### config.mk
export PLATFORM = sky130hd
export DESIGN_NAME = fifo_param
export DESIGN_NICKNAME = d
export VERILOG_FILES = /design/src/rtl/fifo_param.sv
export SDC_FILE = /design/constraint.sdc
export NUM_CORES = 1
export LEC_CHECK = 0
export BUFFER_PORTS_ARGS = -buffer_cell sky130_fd_sc_hd__buf_2
export CORE_ASPECT_RATIO = 0.7
export CORE_UTILIZATION = 51
export DETAILED_ROUTE_END_ITERATION = 16
export GPL_TIMING_DRIVEN = 0
export PLACE_DENSITY = 0.79
export RECOVER_POWER = 25
export SLEW_MARGIN = 20
export SYNTH_ARGS = -nofsm -noshare
export SYNTH_HDL_FRONTEND = slang
export SYNTH_SLANG_ARGS = --single-unit
### constraint.sdc
create_clock -name clk -period 2.3 [get_ports clk]
set_input_delay 0.23 -clock clk [delete_from_list [all_inputs] [get_ports clk]]
set_output_delay 0.23 -clock clk [all_outputs]
set_load 0.01 [all_outputs]
### src/rtl/fifo_param.sv
// fifo_param: parametrised synchronous FIFO used as the per-lane elastic
// buffer between TLP producer and consumer stages.
//
// Parameters:
//   DATA_WIDTH - width of each stored word
//   ADDR_WIDTH - log2 of the depth (DEPTH = 2**ADDR_WIDTH)
//
// Ports:
//   clk          - single clock, all state updates on its rising edge
//   reset        - asynchronous, active-high reset
//   data_a       - write data, sampled when push is accepted
//   push / pop   - write / read requests
//   af_thresh    - almost-full threshold (fill_count >= af_thresh)
//   ae_thresh    - almost-empty threshold (0 < fill_count <= ae_thresh)
//   err_clr      - synchronous clear of the sticky error flags
//   q_b          - registered read data, one cycle after an accepted pop
//   valid_b      - q_b was updated by an accepted pop on the last edge
//   fill_count   - current occupancy, 0..DEPTH
//   full, empty, almost_full, almost_empty - status flags from fill_count
//   overflow     - sticky, a push was dropped because the FIFO was full
//   underflow    - sticky, a pop was ignored because the FIFO was empty
//   error        - overflow | underflow
module fifo_param #(
    parameter int DATA_WIDTH = 4,
    parameter int ADDR_WIDTH = 3
) (
    input  logic                  clk,
    input  logic                  reset,
    input  logic [DATA_WIDTH-1:0] data_a,
    input  logic                  push,
    input  logic                  pop,
    input  logic [ADDR_WIDTH:0]   af_thresh,
    input  logic [ADDR_WIDTH:0]   ae_thresh,
    input  logic                  err_clr,
    output logic [DATA_WIDTH-1:0] q_b,
    output logic                  valid_b,
    output logic [ADDR_WIDTH:0]   fill_count,
    output logic                  full,
    output logic                  empty,
    output logic                  almost_full,
    output logic                  almost_empty,
    output logic                  overflow,
    output logic                  underflow,
    output logic                  error
);

    localparam int DEPTH = 2 ** ADDR_WIDTH;
    localparam logic [ADDR_WIDTH:0] DEPTH_CNT = (ADDR_WIDTH + 1)'(DEPTH);

    logic [DATA_WIDTH-1:0] mem [DEPTH];
    logic [ADDR_WIDTH-1:0] wr_ptr;
    logic [ADDR_WIDTH-1:0] rd_ptr;
    logic                  push_ok;
    logic                  pop_ok;

    // A push into a full FIFO is still accepted when a pop frees a slot on
    // the same edge; a pop from an empty FIFO is never accepted, so there is
    // no fall-through of same-cycle write data.
    assign push_ok = push & (~full | pop);
    assign pop_ok  = pop & ~empty;

    // Status flags are purely combinational from the registered count, so
    // they track the thresholds immediately when those change.
    assign full         = (fill_count == DEPTH_CNT);
    assign empty        = (fill_count == '0);
    assign almost_full  = (fill_count >= af_thresh);
    assign almost_empty = ~empty & (fill_count <= ae_thresh);
    assign error        = overflow | underflow;

    // Storage array has no reset: contents are meaningless after reset since
    // both pointers and the count return to zero.
    always_ff @(posedge clk) begin
        if (push_ok) begin
            mem[wr_ptr] <= data_a;
        end
    end

    // Pointers wrap naturally; the count is kept separately so that full and
    // empty never need an extra pointer bit.
    always_ff @(posedge clk or posedge reset) begin
        if (reset) begin
            wr_ptr     <= '0;
            rd_ptr     <= '0;
            fill_count <= '0;
        end else begin
            if (push_ok) begin
                wr_ptr <= wr_ptr + ADDR_WIDTH'(1);
            end
            if (pop_ok) begin
                rd_ptr <= rd_ptr + ADDR_WIDTH'(1);
            end
            case ({push_ok, pop_ok})
                2'b10:   fill_count <= fill_count + (ADDR_WIDTH + 1)'(1);
                2'b01:   fill_count <= fill_count - (ADDR_WIDTH + 1)'(1);
                default: fill_count <= fill_count;
            endcase
        end
    end

    // Read port: q_b holds its last value unless a pop is accepted, and
    // valid_b is a single-cycle strobe marking that update. When full with a
    // simultaneous push and pop, rd_ptr == wr_ptr and the old word is read.
    always_ff @(posedge clk or posedge reset) begin
        if (reset) begin
            q_b     <= '0;
            valid_b <= 1'b0;
        end else begin
            valid_b <= pop_ok;
            if (pop_ok) begin
                q_b <= mem[rd_ptr];
            end
        end
    end

    // Sticky error flags: a new error event takes priority over err_clr.
    always_ff @(posedge clk or posedge reset) begin
        if (reset) begin
            overflow  <= 1'b0;
            underflow <= 1'b0;
        end else begin
            if (push & ~push_ok) begin
                overflow <= 1'b1;
            end else if (err_clr) begin
                overflow <= 1'b0;
            end
            if (pop & ~pop_ok) begin
                underflow <= 1'b1;
            end else if (err_clr) begin
                underflow <= 1'b0;
            end
        end
    end

endmodule

# After elaboration in Yosys (flattened, before gate mapping)
# Memory sizes are Yosys's and may differ from the RTL's. A register that Yosys moved wholly into a read port is not among the register bits.
# Index checks and enable logic that the tools add are counted.
op_classes:
  addsub: 4
  magnitude_cmp: 2
  eq_ne: 3
  mux: 6
  bitwise: 11
  reduce_logical: 4
op_table:
  columns: ["op", "count"]
  rows:
  - ["$pmux W4 S2", 1]
  - ["$add A3 B1 Y3 const B", 2]
  - ["$reduce_bool A2 Y1", 3]
  - ["$and A1 B1 Y1", 5]
  - ["$mux W1", 5]
  - ["$add A4 B1 Y4 const B", 1]
  - ["$eq A4 B4 Y1 const B", 1]
  - ["$ge A4 B4 Y1", 1]
  - ["$le A4 B4 Y1", 1]
  - ["$logic_not A4 Y1", 1]
  - ["$not A1 Y1", 4]
  - ["$sub A4 B1 Y4 const B", 1]
  - ["$eq A2 B1 Y1 const B", 1]
  - ["$eq A2 B2 Y1 const B", 1]
  - ["$or A1 B1 Y1", 2]
totals:
  reg_bits: 13
  ramBits: 32
  input_bits: 17
  output_inout_bits: 16
  wordCells: 37
  memories: 1
mem_list:
  columns: ["memory", "words", "word_bits", "read_ports", "rd_clocked_by_memory_dff", "write_ports", "line_no", "source"]
  rows:
  - ["mem", 8, 4, 1, 1, 1, "50", "logic [DATA_WIDTH-1:0] mem [DEPTH];"]

# Longest topological paths before layout
# Gate-level depths: netlist (run 1).
logic_depth:
  depth_word: 7
  mapped_depth: 11
  mapped_depth_nobuf: 10

# Worst setup path after synthesis (run 1)
# Ideal clock, no wire load.
synth_timing:
  path_type: "flip-flop to flip-flop"
  start: "register fill_count[1]"
  end: "register fill_count[2]"
  setup_ps: 135
  arrival_ps: 2367
  required_ps: 2165
  setup_slack_ps: -202
  stages_incl_launch_ff: 12
  n_path_buf: 1
  period_less_slack_ps: 2502
  cell_sequence: "dfrtp_1 buf_6 or4b_4 o21a_4 inv_6 ha_1 xor2_1 ha_1 a21oi_1 xor2_1 nor2_1 xor2_1"
synth_via:
  elab_chain_cells: 6
  elab_cells_between_ends: 13
  cone_classes: "add/sub: 2; eq/ne: 3; mux: 1; bitwise: 5; reduce/logical: 2"
synth_lines:
  columns: ["element", "line_no", "source"]
  rows:
  - ["from (decl)", "37", "output logic [ADDR_WIDTH:0] fill_count,"]
  - ["from (signal assigned)", "93", "2'b10: fill_count <= fill_count + (ADDR_WIDTH + 1)'(1);"]
  - ["from (signal assigned)", "94", "2'b01: fill_count <= fill_count - (ADDR_WIDTH + 1)'(1);"]
  - ["from (signal assigned)", "95", "default: fill_count <= fill_count;"]
  - ["$eq A4 B4 Y1", "64", "assign full = (fill_count == DEPTH_CNT);"]
  - ["$not A1 Y1", "59", "assign push_ok = push & (~full | pop);"]
  - ["$or A1 B1 Y1", "59", null]
  - ["$and A1 B1 Y1", "59", null]
  - ["$eq A2 B1 Y1 or $eq A2 B2 Y1 (tied branches)", "92", "case ({push_ok, pop_ok})"]
  - ["$pmux W4 S2 or $reduce_bool A2 Y1 (tied branches)", null, null]
# Parallel ways exist; a longest one is shown, timed or not.
# A chain may end at the register's enable or synchronous reset.

# Worst setup path in the final report (run 1)
layout_timing:
  start: "register fill_count[0]"
  end: "register fill_count[2]"
# The elaborated chain is that of the path after synthesis.

==> results of run 1 <==
## logic make-up after synthesis
kind of cell / count (synthesis) / synth area share, %
simple gates: 37 / 8.11
buf+inv: 20 / 4.68
fa+ha+maj: 13 / 7.07
xor+xnor: 9 / 3.43
compound gates: 18 / 5.06
mux: 21 / 11.4
flops: 49 / 60.3
## state kept, by name (all words and copies together), names as in the netlist
signal / count
mem: 32
fill_count: 4
q_b: 4
rd_ptr: 3
wr_ptr: 3
overflow: 1
underflow: 1
valid_b: 1
## path summary, 6_finish.rpt
| path | end |
|---|---|
| worst max register to register | fill_count[2]$_DFFE_PP0P_ |
| worst min register to register | q_b[0]$_DFFE_PP0P_ |
| max in group asynchronous | fill_count[2]$_DFFE_PP0P_ |
| min in group clk | overflow$_DFFE_PP0P_ |
| worst max-delay path | fill_count[2]$_DFFE_PP0P_ |
| worst min-delay path | q_b[2]$_DFFE_PP0P_ |
## through the flow
| stage | instance area, um^2 | setup WS, ns | util, % | power [mW] | cells |
|---|---|---|---|---|---|
| global placement | 2540 | -0.181 | 58.8 | 2.59 | 254 |
| global route | 2740 | -0.0812 | 63.2 | 3.58 | 271 |
| finish | 2740 | -0.0151 | 63.2 | 3.35 | 271 |
| floorplan | 2320 | -0.0952 | - | 2.27 | 167 |
| CTS | 2720 | -0.0719 | 62.8 | 3.32 | 269 |
| detailed placement | 2540 | -0.235 | 58.8 | 2.64 | 254 |
## what timing repair did
| action | 4_1_cts | 5_1_grt |
|---|---|---|
| endpoints found under the setup margin | 3 | 7 |
| gates resized for setup | 2 | 6 |
| pin swaps | 5 | 5 |
| buffers inserted | 7 | 3 |
## cells in the mapped netlist
cell,count
buf_6,1
a21oi_1,4
buf_8,1
o21a_4,1
ha_1,13
xnor2_1,6
edfxtp_1,32
mux4_2,4
inv_6,1
nand2b_1,5
mux2i_1,16
dfrtp_1,17
nand4_1,1
o22ai_1,1
nor3_1,5
inv_2,1
nor4_1,1
nor4_2,1
o21ai_1,4
a32oi_1,1
a21o_1,3
buf_2,1
nand2_1,16
o32ai_1,1
mux2_2,1
or4b_4,1
inv_1,13
nor2_1,5
nand2_2,2
xor2_1,3
buf_4,2
o21ai_0,3
## layout make-up
cell class	count	area [um^2]	share of cell area, %
clock inverter	1	30.0	1.10
buffer	4	35.0	1.28
sequential	49	1390	50.8
multi-input combinational	98	836	30.5
tap	55	68.8	2.51
inverter	15	61.3	2.24
clock buffer	7	86.3	3.15
timing repair buffer	42	230	8.41
## worst max-delay path: stages (launching register included)
cell	delay, ns
dfrtp_2	0.42
or4b_4	0.55
o21a_4	0.25
clkinv_4	0.06
ha_4	0.13
xor2_1	0.15
ha_2	0.20
a21oi_2	0.04
xor2_1	0.14
nor2_1	0.12
xor2_1	0.18
## per-layer routing
metal	global-route usage, %	up-vias	wire (um)
met5	0	-	0
met4	10.8	0	89
met3	4.25	10	214
met2	32.1	41	2010
met1	28.7	716	2150
li1	-	688	-
## report_power, final
part	internal [mW]	switching (mW)
Combinational	0.669	0.693
Sequential	1.17	0.183
Clock	0.355	0.278
==> impl_results.md, run 1 <==
* Status: finished, violations left
* Failing checks: negative hold slack, negative setup slack
* I/O Pins at 33
* Yosys top cell by area: edfxtp_1
* Slew Limit Fails at 0
* Yosys warnings at 0
* Fmax at between 400 and 500 MHz
* H-tree depth at 2
* Sequential element share of the synthesized area at between 60% and 70%
* TritonCTS clock tree: yes
* Min Tclk post-route at 2.32 ns
* # nets final at roughly 250
* CP max FO at 3
* GRT overflow at 0
* P_leak at ~1.2 nW
* Syn Std Cell Area at 0.00230 mm^2
* Commonest cells after routing, fill and taps aside: 32 x edfxtp_1, 29 x buf_2, 16 x mux2i_1, 16 x nand2_1, 14 x dfrtp_1
* First-pass GRT wire length at about 7 mm
* Clock Path Buffers at 2
* Commonest non-fill, non-tap cell in the layout: edfxtp_1
* Area Overhead vs Synth at 19.0%
* Initial antenna violation count at 0
* Synth unique cells at 32
* R2R Setup Slk at -0.02 ns
* Arrival time worst endpoint at 2.53 ns
* Gp weighted congestion at approximately 0.75
* Hold_ws at -0.00450 ns
* Drt drc at 0
* Synthesized netlist cell count at approximately 170
* Die ar. at between 0.004 and 0.005 mm^2
* DR vias/cell at about 5.4
* Fin worst setup slack at -0.0151 ns
* Share of the synthesized area in the top cell type at a little over two fifths
* Endpoints failing hold at 2
* DP HPWL at 3.01 mm
* Worst VDD drop at approximately 0.66 mV
* Hold Crit Class: primary input to asynchronous set/reset pin
* 1st-iter DRT viols at 59
* Post-Route WL at 4.46 mm
* Die X at around 82 um
* Die H at a little under 60 um
* Clock transition at the registers of the reported paths at about 0.09 ns
* Setup-failing EPs final at 1
* # fillers at ~330
* WP data required at between 2 and 3 ns
* Endpoint class of the critical path: flip-flop
* Cts bufs inserted at 5
* Clk root buf: clkbuf_8
* Actual slew at the worst max-slew pin at around 0.81 ns
* Global Route Usage Sum at roughly a fifth
* Routed Antenna Nets at 0
* Initial Util at between 50% and 60%
* Largest net degree at the start of global routing at 18
* Crit path launch: fill_count[0]$_DFFE_PP0P_
* Avg WL per Cell at ~16 um
* Buffers added on ports at 32
* Via count at roughly 1500
* Num Clock Sinks at 49
* Core area at around 0.0043 mm^2
* Startpoint Class: flip-flop
* Reg2Reg Launch Point: fill_count[0]$_DFFE_PP0P_
* # rows at 20
* Area contributors post-synth: edfxtp_1 42%, dfrtp_1 18%, ha_1 7.1%, mux2i_1 7.0%, mux4_2 3.9%
* Seq cells post-synth at 49
* Fin crit share at 101%
* Cts hold-fix bufs at 0
* WS Path Type: flip-flop to flip-flop
* Setup_tns at -0.0151 ns
* Worst R2R Path Depth at 10
* TritonRoute pass-1 iters at 4
* Relative slew slack at 45.5%
* Max Cap Viol at 0
* Layout cells sized above 1 at approximately a third
* Mapped Nets at slightly below 200
* Mean Syn Cell Area at 13.8 um^2
* N_diodes at 0
* Clk_lat worst skew at just over 0.3 ns
* Clock skew at around 0.0094 ns
* Pwr dens at roughly 1200 mW/mm^2
* Number of global-route vias before repair at between 1000 and 1500
* RSZ-0062 raised after global routing: yes
Note: power is estimated with default switching activity, not from simulation.
==> inputs of run 2 (changes only) <==
Settings changed: SETUP_SLACK_MARGIN from default to 0.05, SLEW_MARGIN 20 to 10.
==> impl_results.md, run 2 (synthesis gave the netlist of run 1 again) <==
* Crit-path most repeated cell: xor2_1
* DP HPWL at 3.01 mm (unchanged)
* TritonCTS clock tree: yes
* Via count at 1463 (+0.55%)
* Endpoint class of the critical path: flip-flop
* TritonRoute pass-1 iters at 4 (unchanged)
* Max reg flops at 32 (unchanged)
* H-tree depth at 2 (unchanged)
* Fin worst setup slack at -0.0143 ns (+0.000807 ns)
* Clock skew at 0.00264 ns (-0.00677 ns)
* Post-Route WL at 4.55 mm (+2.1%)
* Failing checks: negative hold slack, negative setup slack
* WS Path Type: flip-flop to flip-flop
* Max Cap Viol at 0 (unchanged)
* Worst path buffer plus inverter count at 1 (unchanged)
* Switching share of power at 34.3% (-0.14 points)
* Initial antenna violation count at 0 (unchanged)
* 1st-iter DRT viols at 61 (+3.4%)
* Core area at 0.00433 mm^2 (unchanged)
* Hold Crit Class: primary input to asynchronous set/reset pin
* Global Route Usage Sum at 21.4% (+0.31 points)
* P_leak at 1.21 nW (+2.3%)
* Actual slew at the worst max-slew pin at 0.848 ns (+0.0359 ns)
* Gp weighted congestion at 0.748 (unchanged)
* Commonest non-fill, non-tap cell in the layout: edfxtp_1
* Reg power frac at 39.9% (-0.6 points)
* Worst-path cell chain: or4b_4, o21a_4, clkinv_4, ha_4, xor2_1, ha_2, a21oi_2, xor2_1, nor2_1, xor2_1
* Min Tclk post-route at 2.31 ns (-0.000807 ns)
* Clk root buf: clkbuf_8
* Number of global-route vias before repair at 1480 (+0.61%)
* Fmax at 432 MHz (about the same)
* Cts bufs inserted at 5 (unchanged)
* CP max stage cell: or4b_4
* Fin crit share at 101% (about the same)
* FF+latch area at 0.00139 mm^2 (about the same)
* Setup WS pre-CTS at -0.235 ns (unchanged)
* # fillers at 325 (-1.8%)
* Hold_ws at -0.00121 ns (+0.00329 ns)
* Routed Antenna Nets at 0 (unchanged)
* Comb pwr share at 41.8% (+1.1 points)
* Crit path max-delay family: simple AND/OR/NAND/NOR gates
* Arrival time worst endpoint at 2.53 ns (about the same)
* Die X at 82.3 um (unchanged)
* Cts hold-fix bufs at 0 (unchanged)
* Status: finished, violations left
* DR vias/cell at 5.32 (-0.91%)
* Final core occ at 64.7% (+1.5 points)
* Area Overhead vs Synth at 21.8%
* Slew Limit Fails at 0 (unchanged)
* Endpoints failing hold at 8 (+6)
* Largest registers: mem: 32 flops, fill_count: 4 flops, q_b: 4 flops
* Buffers added on ports at 32 (unchanged)
* # nets final at 249 (+1.6%)
* Clock transition at the registers of the reported paths at 0.08 ns (about the same)
* Sw power at 1.18 mW (+2.2%)
* Worst VDD drop at 0.658 mV (-0.38%)
* Initial Util at 53.1% (unchanged)
* Internal power at 2.26 mW (+2.8%)
* Die ar. at 0.00479 mm^2 (unchanged)
* # rows at 20 (unchanged)
* Die H at 58.2 um (unchanged)
* First-pass GRT wire length at 7.13 mm (+1.4%)
* CP max FO at 3 (unchanged)
* Pwr dens at 1230 mW/mm^2 (+0.28%)
* WP data required at 2.52 ns (about the same)
* Crit path largest cell delay at 0.55 ns (about the same)
* Reg with most FFs: mem
* Drt drc at 0 (unchanged)
* Setup-failing EPs final at 1 (unchanged)
* Layout cells sized above 1 at 35.0% (+2.6 points)
* Relative slew slack at 43.1% (-2.4 points)
* Startpoint Class: flip-flop
* RSZ-0062 raised after global routing: yes
* N_diodes at 0 (unchanged)
* Num Clock Sinks at 49 (unchanged)
* Area of the multi-input gates at 865 um^2 (+3.4%)
* Clock Path Buffers at 2 (unchanged)
* Clock share of power at 18.3% (-0.6 points)
* GRT overflow at 0 (unchanged)
* Avg WL per Cell at 16.5 um (+0.58%)
* I/O Pins at 33 (unchanged)
* Setup_tns at -0.0143 ns (+0.000807 ns)
* Largest net degree at the start of global routing at 18 (unchanged)
* Clk_lat worst skew at 0.30 ns (about the same)
* Commonest cells after routing, fill and taps aside: 32 x edfxtp_1, 29 x buf_2, 16 x mux2i_1, 16 x nand2_1, 15 x buf_4
run 2: power groups by stage:
stage,clock (mW),sequential (mW),combinational [mW]
floorplan,0,1.38,0.895
detailed placement,0,1.38,1.26
global placement,0,1.37,1.21
finish,0.628,1.37,1.44
CTS,0.639,1.37,1.33
global route,0.679,1.41,1.59
run 2: repair_timing:
action,in CTS,in global routing
pin swaps,6,6
endpoints found under the setup margin,3,4
setup buffers,7,7
gates resized for setup,6,8
endpoints found under the hold margin,0,0
run 2: worst paths after layout:
kind                                                   to  slack, ns  cells past startpoint                 startpoint
worst max-delay path            fill_count[2]$_DFFE_PP0P_      -0.01                     10  fill_count[0]$_DFFE_PP0P_
worst min-delay path                   q_b[2]$_DFFE_PP0P_     -0.001                      2                      reset
worst max register to register  fill_count[2]$_DFFE_PP0P_      -0.01                     10  fill_count[0]$_DFFE_PP0P_
worst min register to register         q_b[1]$_DFFE_PP0P_       0.48                      2         q_b[1]$_DFFE_PP0P_
max in group asynchronous       fill_count[1]$_DFFE_PP0P_       1.85                      2                      reset
min in group clk                     overflow$_DFFE_PP0P_       0.12                      2                    err_clr
run 2: worst reg2reg max path: cells and delay by family (launching register included):
kind | cells | cell delay, ns
AO/OA/AOI/OAI | 2 | 0.29
XOR/XNOR | 3 | 0.46
adder cells (fa/ha/maj) | 2 | 0.32
buffers and inverters | 1 | 0.06
flip-flops | 1 | 0.44
AND/OR/NAND/NOR | 2 | 0.67
run 2: per-stage QoR:
| step | power [mW] | cell area (um^2) | instances |
|---|---|---|---|
| after floorplan | 2.27 | 2320 | 167 |
| after global placement | 2.59 | 2540 | 254 |
| after detailed placement | 2.64 | 2540 | 254 |
| after CTS | 3.34 | 2740 | 269 |
| after global routing | 3.67 | 2800 | 275 |
| final | 3.44 | 2800 | 275 |
run 2: area by class of cell:
cell class	instances	area share (%)
Buffer	4	1.25
Clock buffer	7	3.08
Clock inverter	1	1.07
Inverter	15	2.19
Multi-Input combinational cell	98	30.9
Sequential cell	49	49.7
Tap cell	55	2.46
Timing Repair Buffer	46	9.42
run 2: per-layer routing:
metal	track usage [%]	vias to the layer above	part of all wire [%]
met2	32.8	43	46
met4	10.5	0	2.4
met3	4.57	11	4.5
met5	0	-	0
met1	28.9	710	47
li1	-	699	-
